===== config.mk =====
export PLATFORM = sky130hd
export DESIGN_NAME = audio_clip_player_flat
export DESIGN_NICKNAME = d
export VERILOG_FILES = /design/src/rtl/audio_clip_player_if.sv /design/src/rtl/audio_clip_player.sv /design/src/flat_wrapper.sv
export SDC_FILE = /design/constraint.sdc
export NUM_CORES = 1
export LEC_CHECK = 0
export CORE_MARGIN = 10
export CORE_UTILIZATION = 56
export CTS_CLUSTER_DIAMETER = 50
export CTS_CLUSTER_SIZE = 28
export DETAILED_ROUTE_END_ITERATION = 16
export DONT_BUFFER_PORTS = 1
export PLACE_DENSITY = 0.74
export SETUP_SLACK_MARGIN = 0.1
export SYNTH_ARGS = -nofsm -noshare
export SYNTH_HDL_FRONTEND = slang
export SYNTH_SLANG_ARGS = --single-unit

===== constraint.sdc =====
create_clock -name Clk -period 1.68 [get_ports Clk]
set_input_delay 0.336 -clock Clk [delete_from_list [all_inputs] [get_ports Clk]]
set_output_delay 0.336 -clock Clk [all_outputs]
set_load 0.02 [all_outputs]

===== src/rtl/audio_clip_player_if.sv =====
// Audio sample RAM read port.
// The player drives the address and the RAM returns the data word.
interface audio_clip_player_if #(
  parameter int ADDR_W = 14
);
  logic [ADDR_W-1:0] ram_addr;
  logic [15:0]       ram_q;

  modport master (
    output ram_addr,
    input  ram_q
  );

  modport slave (
    input  ram_addr,
    output ram_q
  );
endinterface


===== src/rtl/audio_clip_player.sv =====
// Two-clip audio player: streams RAM words to the codec, one per lrclk frame.
// Optional AUDIO_LOOP_EN: a clip whose trig bit is still held restarts.
module audio_clip_player #(
  parameter int              ADDR_W      = 14,
  parameter logic [ADDR_W-1:0] CLIP0_START = 14'h0000,
  parameter logic [ADDR_W-1:0] CLIP0_END   = 14'h1FFF,
  parameter logic [ADDR_W-1:0] CLIP1_START = 14'h2000,
  parameter logic [ADDR_W-1:0] CLIP1_END   = 14'h3FFF
) (
  input  logic                Clk,
  input  logic                Reset_n,
  input  logic                lrclk,
  input  logic [1:0]          trig,
  audio_clip_player_if.master ram,
  output logic [23:0]         sample,
  output logic                busy,
  output logic                done
);

  typedef enum logic [2:0] {
    IDLE,
    WAIT_FRAME,
    READ,
    LATCH,
    DRAIN
  } state_e;

  state_e            state_q, state_d;
  logic [ADDR_W-1:0] addr_q, addr_d;
  logic [23:0]       sample_q, sample_d;
  logic              clip_q, clip_d;
  logic              done_q, done_d;

  logic              sync1_q, sync2_q, frm_q;
  logic [1:0]        trig_q;

  logic              frame_edge;
  logic [1:0]        trig_edge;
  logic [ADDR_W-1:0] clip_start;
  logic [ADDR_W-1:0] clip_end;
  logic              loop_hold;

  always_ff @(posedge Clk or negedge Reset_n) begin
    if (!Reset_n) begin
      sync1_q <= 1'b0;
      sync2_q <= 1'b0;
      frm_q   <= 1'b0;
      trig_q  <= 2'b00;
    end else begin
      sync1_q <= lrclk;
      sync2_q <= sync1_q;
      frm_q   <= sync2_q;
      trig_q  <= trig;
    end
  end

  assign frame_edge = sync2_q & ~frm_q;
  assign trig_edge  = trig & ~trig_q;

  assign clip_start = clip_q ? CLIP1_START : CLIP0_START;
  assign clip_end   = clip_q ? CLIP1_END   : CLIP0_END;

`ifdef AUDIO_LOOP_EN
  assign loop_hold = clip_q ? trig[1] : trig[0];
`else
  assign loop_hold = 1'b0;
`endif

  always_ff @(posedge Clk or negedge Reset_n) begin
    if (!Reset_n) begin
      state_q  <= IDLE;
      addr_q   <= '0;
      sample_q <= '0;
      clip_q   <= 1'b0;
      done_q   <= 1'b0;
    end else begin
      state_q  <= state_d;
      addr_q   <= addr_d;
      sample_q <= sample_d;
      clip_q   <= clip_d;
      done_q   <= done_d;
    end
  end

  always_comb begin
    state_d  = state_q;
    addr_d   = addr_q;
    sample_d = sample_q;
    clip_d   = clip_q;
    done_d   = 1'b0;
    // A new request preempts everything, including end-of-clip.
    if (|trig_edge) begin
      clip_d  = trig_edge[1];
      addr_d  = trig_edge[1] ? CLIP1_START : CLIP0_START;
      state_d = WAIT_FRAME;
    end else begin
      unique case (state_q)
        IDLE: begin
          state_d = IDLE;
        end
        WAIT_FRAME: begin
          if (frame_edge) state_d = READ;
        end
        READ: begin
          state_d = LATCH;
        end
        LATCH: begin
          sample_d = {ram.ram_q, 8'h00};
          if (addr_q != clip_end) begin
            addr_d  = addr_q + 1'b1;
            state_d = WAIT_FRAME;
          end else if (loop_hold) begin
            addr_d  = clip_start;
            state_d = WAIT_FRAME;
          end else begin
            state_d = DRAIN;
          end
        end
        DRAIN: begin
          if (frame_edge) begin
            sample_d = '0;
            done_d   = 1'b1;
            state_d  = IDLE;
          end
        end
        default: begin
          state_d = IDLE;
        end
      endcase
    end
  end

  assign ram.ram_addr = addr_q;
  assign sample       = sample_q;
  assign busy         = (state_q != IDLE);
  assign done         = done_q;

endmodule

===== src/flat_wrapper.sv =====
// flat-port wrapper written by rule: the top's interface ports become plain ports
module audio_clip_player_flat 
#(
  parameter int              ADDR_W      = 14,
  parameter logic [ADDR_W-1:0] CLIP0_START = 14'h0000,
  parameter logic [ADDR_W-1:0] CLIP0_END   = 14'h1FFF,
  parameter logic [ADDR_W-1:0] CLIP1_START = 14'h2000,
  parameter logic [ADDR_W-1:0] CLIP1_END   = 14'h3FFF
)
  (Clk, Reset_n, lrclk, trig, sample, busy, done, ram_ram_addr, ram_ram_q);
  audio_clip_player_if #(.ADDR_W(ADDR_W)) ram_i ();
  input  logic Clk;
  input  logic Reset_n;
  input  logic lrclk;
  input  logic [1:0] trig;
  output logic [23:0] sample;
  output logic busy;
  output logic done;
  output wire logic [$bits(ram_i.ram_addr)-1:0] ram_ram_addr;
  input wire logic [$bits(ram_i.ram_q)-1:0] ram_ram_q;
  assign ram_ram_addr = ram_i.ram_addr;
  assign ram_i.ram_q = ram_ram_q;
  audio_clip_player #(.ADDR_W(ADDR_W), .CLIP0_START(CLIP0_START), .CLIP0_END(CLIP0_END), .CLIP1_START(CLIP1_START), .CLIP1_END(CLIP1_END)) u_core (.Clk(Clk), .Reset_n(Reset_n), .lrclk(lrclk), .trig(trig), .ram(ram_i), .sample(sample), .busy(busy), .done(done));
endmodule

### After elaboration in Yosys (flattened, before gate mapping)

Cells that the tools add are included.

| word-level totals | value |
|---|---|
| word-level logic and storage cells | 46 |
| bits in registers | 48 |

| cells by class | value |
|---|---|
| bitwise logic cells | 5 |
| add/sub/neg operators | 1 |
| mux-type cells | 15 |
| reductions and logical operators | 8 |
| equal/unequal tests | 8 |

Operator list:

| operator | number |
|---|---|
| 2-to-1 mux 14 bit | 5 |
| case mux 24 bit (2 select lines) | 1 |
| 2-to-1 mux 24 bit | 1 |
| adder 14 x 1 -> 14 bit (second input constant) | 1 |
| inequality test 14 bit | 1 |
| 2-to-1 mux 3 bit | 4 |
| case mux 3 bit (4 select lines) | 1 |
| equality test 3 x 2 -> 1 bit (second input constant) | 2 |
| inequality test 3 x 1 -> 1 bit (second input constant) | 2 |
| nonzero test 2 bit | 3 |
| AND reduction 2 bit | 2 |
| equality test 3 x 1 -> 1 bit (second input constant) | 1 |
| equality test 3 bit (second input constant) | 1 |
| 2-to-1 mux 1 bit | 3 |
| AND reduction 3 bit | 1 |
| nonzero test 3 bit | 1 |
| AND 2 bit | 1 |
| inequality test 2 x 1 -> 1 bit (second input constant) | 1 |
| NOT 1 bit | 2 |
| NOT 2 bit | 1 |
| OR reduction 2 bit | 1 |
| AND 1 bit | 1 |

### Depth between registers and ports, before layout

| logic depth | value |
|---|---|
| depth in word-level cells | 5 |
| depth in mapped cells | 6 |

### Least setup slack after synthesis

OpenSTA, ideal clock, no wires.

| path | value |
|---|---|
| kind | register -> register |
| start | register u_core.addr_q[0], in the netlist u_core.ram.ram_addr[0] |
| end | register u_core.state_q[0] |
| stages on the path, launching flop included | 7 |
| data arrival time | 1560 ps |
| setup slack | -23 ps |
| path buffers | 1 |
| library setup time | 143 ps |
| cells stage by stage | dfrtp_1 -> ha_1 -> nand4_1 -> nor4_2 -> buf_2 -> o211a_1 -> o21ai_0 |

| on the way | value |
|---|---|
| longest elaborated chain between the ends | 4 |

Ends and longest elaborated chain:

| what | line | text |
|---|---|---|
| start, declared | audio_clip_player.sv:29 | `logic [ADDR_W-1:0] addr_q, addr_d;` |
| start signal, assigned | audio_clip_player.sv:78 | `addr_q <= addr_d;` |
| inequality test 14 bit | audio_clip_player.sv:109 | `if (addr_q != clip_end) begin` |
| 2-to-1 mux 3 bit | audio_clip_player.sv:109 |  |
| case mux 3 bit (4 select lines) | audio_clip_player.sv:97 | `unique case (state_q)` |
| 2-to-1 mux 3 bit | audio_clip_player.sv:92 | `if (\|trig_edge) begin` |
| end signal, assigned | audio_clip_player.sv:77 | `state_q <= state_d;` |
| end, declared | audio_clip_player.sv:28 | `state_e state_q, state_d;` |

Every way passes these cells.
A chain may end at the register's enable or synchronous reset.

### Worst setup path in the final report

| path | value |
|---|---|
| start | register u_core.state_q[0] |
| end | register u_core.sample_q[15], in the netlist u_core.sample[15] |

| on the way | value |
|---|---|
| longest elaborated chain between the ends | 3 |
| elaborated cells on any way between the ends | 6 |
| those cells by class | 3 x eq/ne; 1 x mux; 2 x reduce/logical |

Ends and longest elaborated chain:

| what | line | text |
|---|---|---|
| equality test 3 bit / equality test 3 x 2 -> 1 bit (equally long branches) | audio_clip_player.sv:97 |  |
| inequality test 2 x 1 -> 1 bit (no line) / nonzero test 2 bit (equally long branches) | -- |  |
| AND reduction 3 bit (no line) | -- |  |
| end signal, assigned | audio_clip_player.sv:79 | `sample_q <= sample_d;` |
| end, declared | audio_clip_player.sv:30 | `logic [23:0] sample_q, sample_d;` |

Parallel ways exist; a longest one is shown, timed or not.

==> impl_results.md <==
- Run status: finished clean
- Crit path largest cell delay: between 400 and 500 ps
- Post-synth EDFFs: 0
- DRT iter0 DRCs: 156
- Most used DFF post-synth: dfrtp_1
- Worst VDD drop: about 0.00074 V
- Worst R2R Path Depth: 5
- Die ar.: between 6000 and 7000 um2
- Crit start category: register
- CTS tree: yes
- Critical path buffer and inverter count: 1
- TritonCTS Buffers: 5
- FFs w/ async S/R, synth: 100%
- Skew-Pair Late Insertion Delay: ~360 ps
- Register area share after synthesis: 51.5%
- I/O pin cnt: 61
- CP Capture Type: register
- Die Width: around 80 um
- Mapped Area: a little under 2000 um2
- Max-cap viol count: 0
- Syn Area/Cell: a little under 10 um2
- Clock slew at reported path FFs: ~130 ps
- Synth cell types: 40
- Initial core utilization: 58.2%
- Reg2reg setup slack: approximately 23 ps
- Gr usage total: 16.5%
- Critical path class: reg -> reg
- Cell chain of the critical path: or3b_1 > or2_4 > a21oi_4 > buf_12 > o21ai_0
- Wire length per cell: between 15 and 20 um
- Largest net degree at the start of global routing: 41
- Crit path time final: 1660 ps
- Clock buffer depth: 2
- Final number of setup-violating endpoints: 0
- Vias: 1819
- # rows: 21
- DRT Pass-1 Iters: 4
- H-tree depth: 2
- Synth warn: 0
- Vias per cell: between 6 and 7
- Setup repair after global routing missed its margin: true
- Chip height: approximately 79 um
- Worst path slowest cell: dfrtp_2
- Static Leakage: roughly 1.1 nW
- Mapped Cells: 200
- Drt drc: 0
- First-pass GRT wire length: between 8000 and 9000 um
- Layout cells sized above 1: between 30 and 40%
- Area growth syn-to-layout: 32.8%
- Critical Path RT: about 1900 ps
- Worst r2r dst: u_core.sample[15]
- Final ANT Viol Nets: 0
- Clock sink count: 40
- #FFs+latches synth: 40
- TNS Setup: 0 ps
- GR Overflow Total: 0
- Root Buffer: clkbuf_4
- DRT Wirelength: ~5800 um
- Worst hold slack: around 97 ps
- Critical Path Fanout Max: 16
- Diode count: 0
- PD cells: about 960 nW/um2
- Area of the core: 3340 um2
- PortBufs: 0
- Post-DP HPWL: about 3600 um
- Hold Path Stages: 2
- Routability cong.: between 0.7 and 0.8
- Vias in the first global route: 1700
- Initial antenna violation count: 0
- Hold_sp: ram_ram_q[10]
- Nets: approximately 270
- Worst Tran Pin Value: approximately 650 ps
- Hold Vio Cnt, Final: 0
- Max_slew headroom: a little under three fifths
- Min-Delay Path Class: in -> reg
- Hold Path End: u_core.sample[18]
- Critical path's top delay family: simple AND/OR/NAND/NOR gates
- Critical path arrival: approximately 1900 ps
- Skew final: 9.29 ps
- Fin crit share: a little over nine tenths
- Fmax: roughly 600 MHz
- Reg-to-Reg Start: u_core.state_q[0]
- Fin. max-slew vios: 0
## layout make-up
type                       instances  area [um2]
sequential                        40        1010
multi-input combinational        130         927
fill                             218         758
timing repair buffer              51         444
inverter                          19        71.3
tap                               46        57.6
clock buffer                       6        51.3
clock inverter                     2        15.0
## worst max path at each step
stage          cells past startpoint                   start                      end  slack [ps]
6_report                           5       u_core.state_q[0]        u_core.sample[15]          20
3_5_place_dp                       6  u_core.ram.ram_addr[0]   u_core.ram.ram_addr[7]         -10
2_1_floorplan                      6       u_core.state_q[0]        u_core.sample[16]          30
3_3_place_gp                       6  u_core.ram.ram_addr[0]   u_core.ram.ram_addr[7]          50
5_1_grt                            4       u_core.state_q[2]  u_core.ram.ram_addr[13]         -40
4_1_cts                            5       u_core.state_q[0]        u_core.sample[15]          70
## cells by family (layout without fill, tap and decap cells)
family / Yosys count / in the layout / synth area share (%)
buffers and inverters: 37 / 78 / 9.28
XOR/XNOR: 1 / 1 / 0.451
adder cells (fa/ha/maj): 1 / 1 / 0.644
flip-flops: 40 / 40 / 51.5
AND/OR/NAND/NOR: 72 / 72 / 22.6
AO/OA/AOI/OAI: 48 / 48 / 15.3
other: 1 / 8 / 0.193
## cells in the final DEF, fill, tap and decap left out, types with 3 or more instances in the layout
cell / netlist / final
buf_4: 8 / 38
dfrtp_1: 40 / 31
nand4_1: 22 / 22
inv_1: 19 / 19
o21ai_1: 10 / 12
dfrtp_2: 0 / 9
conb_1: 1 / 8
nand2_1: 7 / 7
nand3_1: 7 / 7
o21ai_0: 9 / 7
buf_6: 1 / 7
a21oi_2: 0 / 6
a21oi_1: 11 / 5
clkbuf_4: 0 / 5
nand2b_1: 4 / 4
nor2_1: 4 / 4
o31ai_1: 8 / 4
or4_1: 8 / 4
or4_4: 0 / 4
o31ai_2: 0 / 4
dlygate4sd3_1: 0 / 4
and3_4: 0 / 3
## where the power goes
part           total [mW]  switching, mW  leakage [nW]  internal (mW)
clock network       0.540          0.337        0.0305          0.203
logic               0.415          0.244         0.573          0.171
registers            1.52          0.366         0.495           1.15
## cells in the mapped netlist, types with 2 or more instances
cell type	instances	area share [%]
a21oi_1	11	2.8
and3_1	3	0.97
buf_2	3	0.77
buf_4	8	3.1
clkbuf_1	5	0.97
dfrtp_1	40	52
inv_1	19	3.7
nand2_1	7	1.4
nand2b_1	4	1.3
nand3_1	7	1.8
nand4_1	22	7.1
nor2_1	4	0.77
nor2b_1	2	0.64
nor3_1	4	1.0
o211ai_1	2	0.77
o21ai_0	9	2.3
o21ai_1	10	2.6
o21bai_1	2	0.77
o31ai_1	8	3.1
or3_1	3	0.97
or4_1	8	3.1
## through the flow
| step | util (%) | total power, mW | setup slack [ps] | instances | area [um2] |
|---|---|---|---|---|---|
| 3_3_place_gp | 64.2 | 1.84 | 45.1 | 260 | 2140 |
| 5_1_grt | 77.3 | 2.59 | -37.4 | 294 | 2580 |
| 4_1_cts | 72.2 | 2.46 | 70.1 | 286 | 2410 |
| 2_1_floorplan | - | 1.75 | 27.2 | 207 | 2000 |
| 6_report | 77.3 | 2.47 | 23.3 | 294 | 2580 |
| 3_5_place_dp | 64.2 | 1.87 | -13.2 | 260 | 2140 |
## registers in the layout (all words and copies together) (netlist names)
signal,count
u_core.trig_q,2
u_core.sync2_q,1
u_core.state_q,3
u_core.done,1
u_core.frm_q,1
u_core.ram.ram_addr,14
u_core.clip_q,1
u_core.sync1_q,1
u_core.sample,16
## per-layer routing
layer | vias up | part of all wire [%] | GRT usage [%] | wire length (um)
met4 | 0 | 2.6 | 6.63 | 149
met5 | - | 0 | 0 | 0
met1 | 895 | 37 | 18.7 | 2160
met3 | 21 | 9.7 | 6.19 | 558
li1 | 805 | - | - | -
met2 | 98 | 50 | 27.4 | 2910
## repair_timing
| item | CTS | global route |
|---|---|---|
| endpoints found under the setup margin | 19 | 32 |
| endpoints found under the hold margin | 43 | 0 |
| pin swaps | 8 | 10 |
| gates cloned | 1 | 0 |
| setup buffers | 12 | 8 |
| gates resized for setup | 13 | 26 |
| hold buffers | 5 | 0 |
Note: power is estimated with default switching activity, not from simulation.
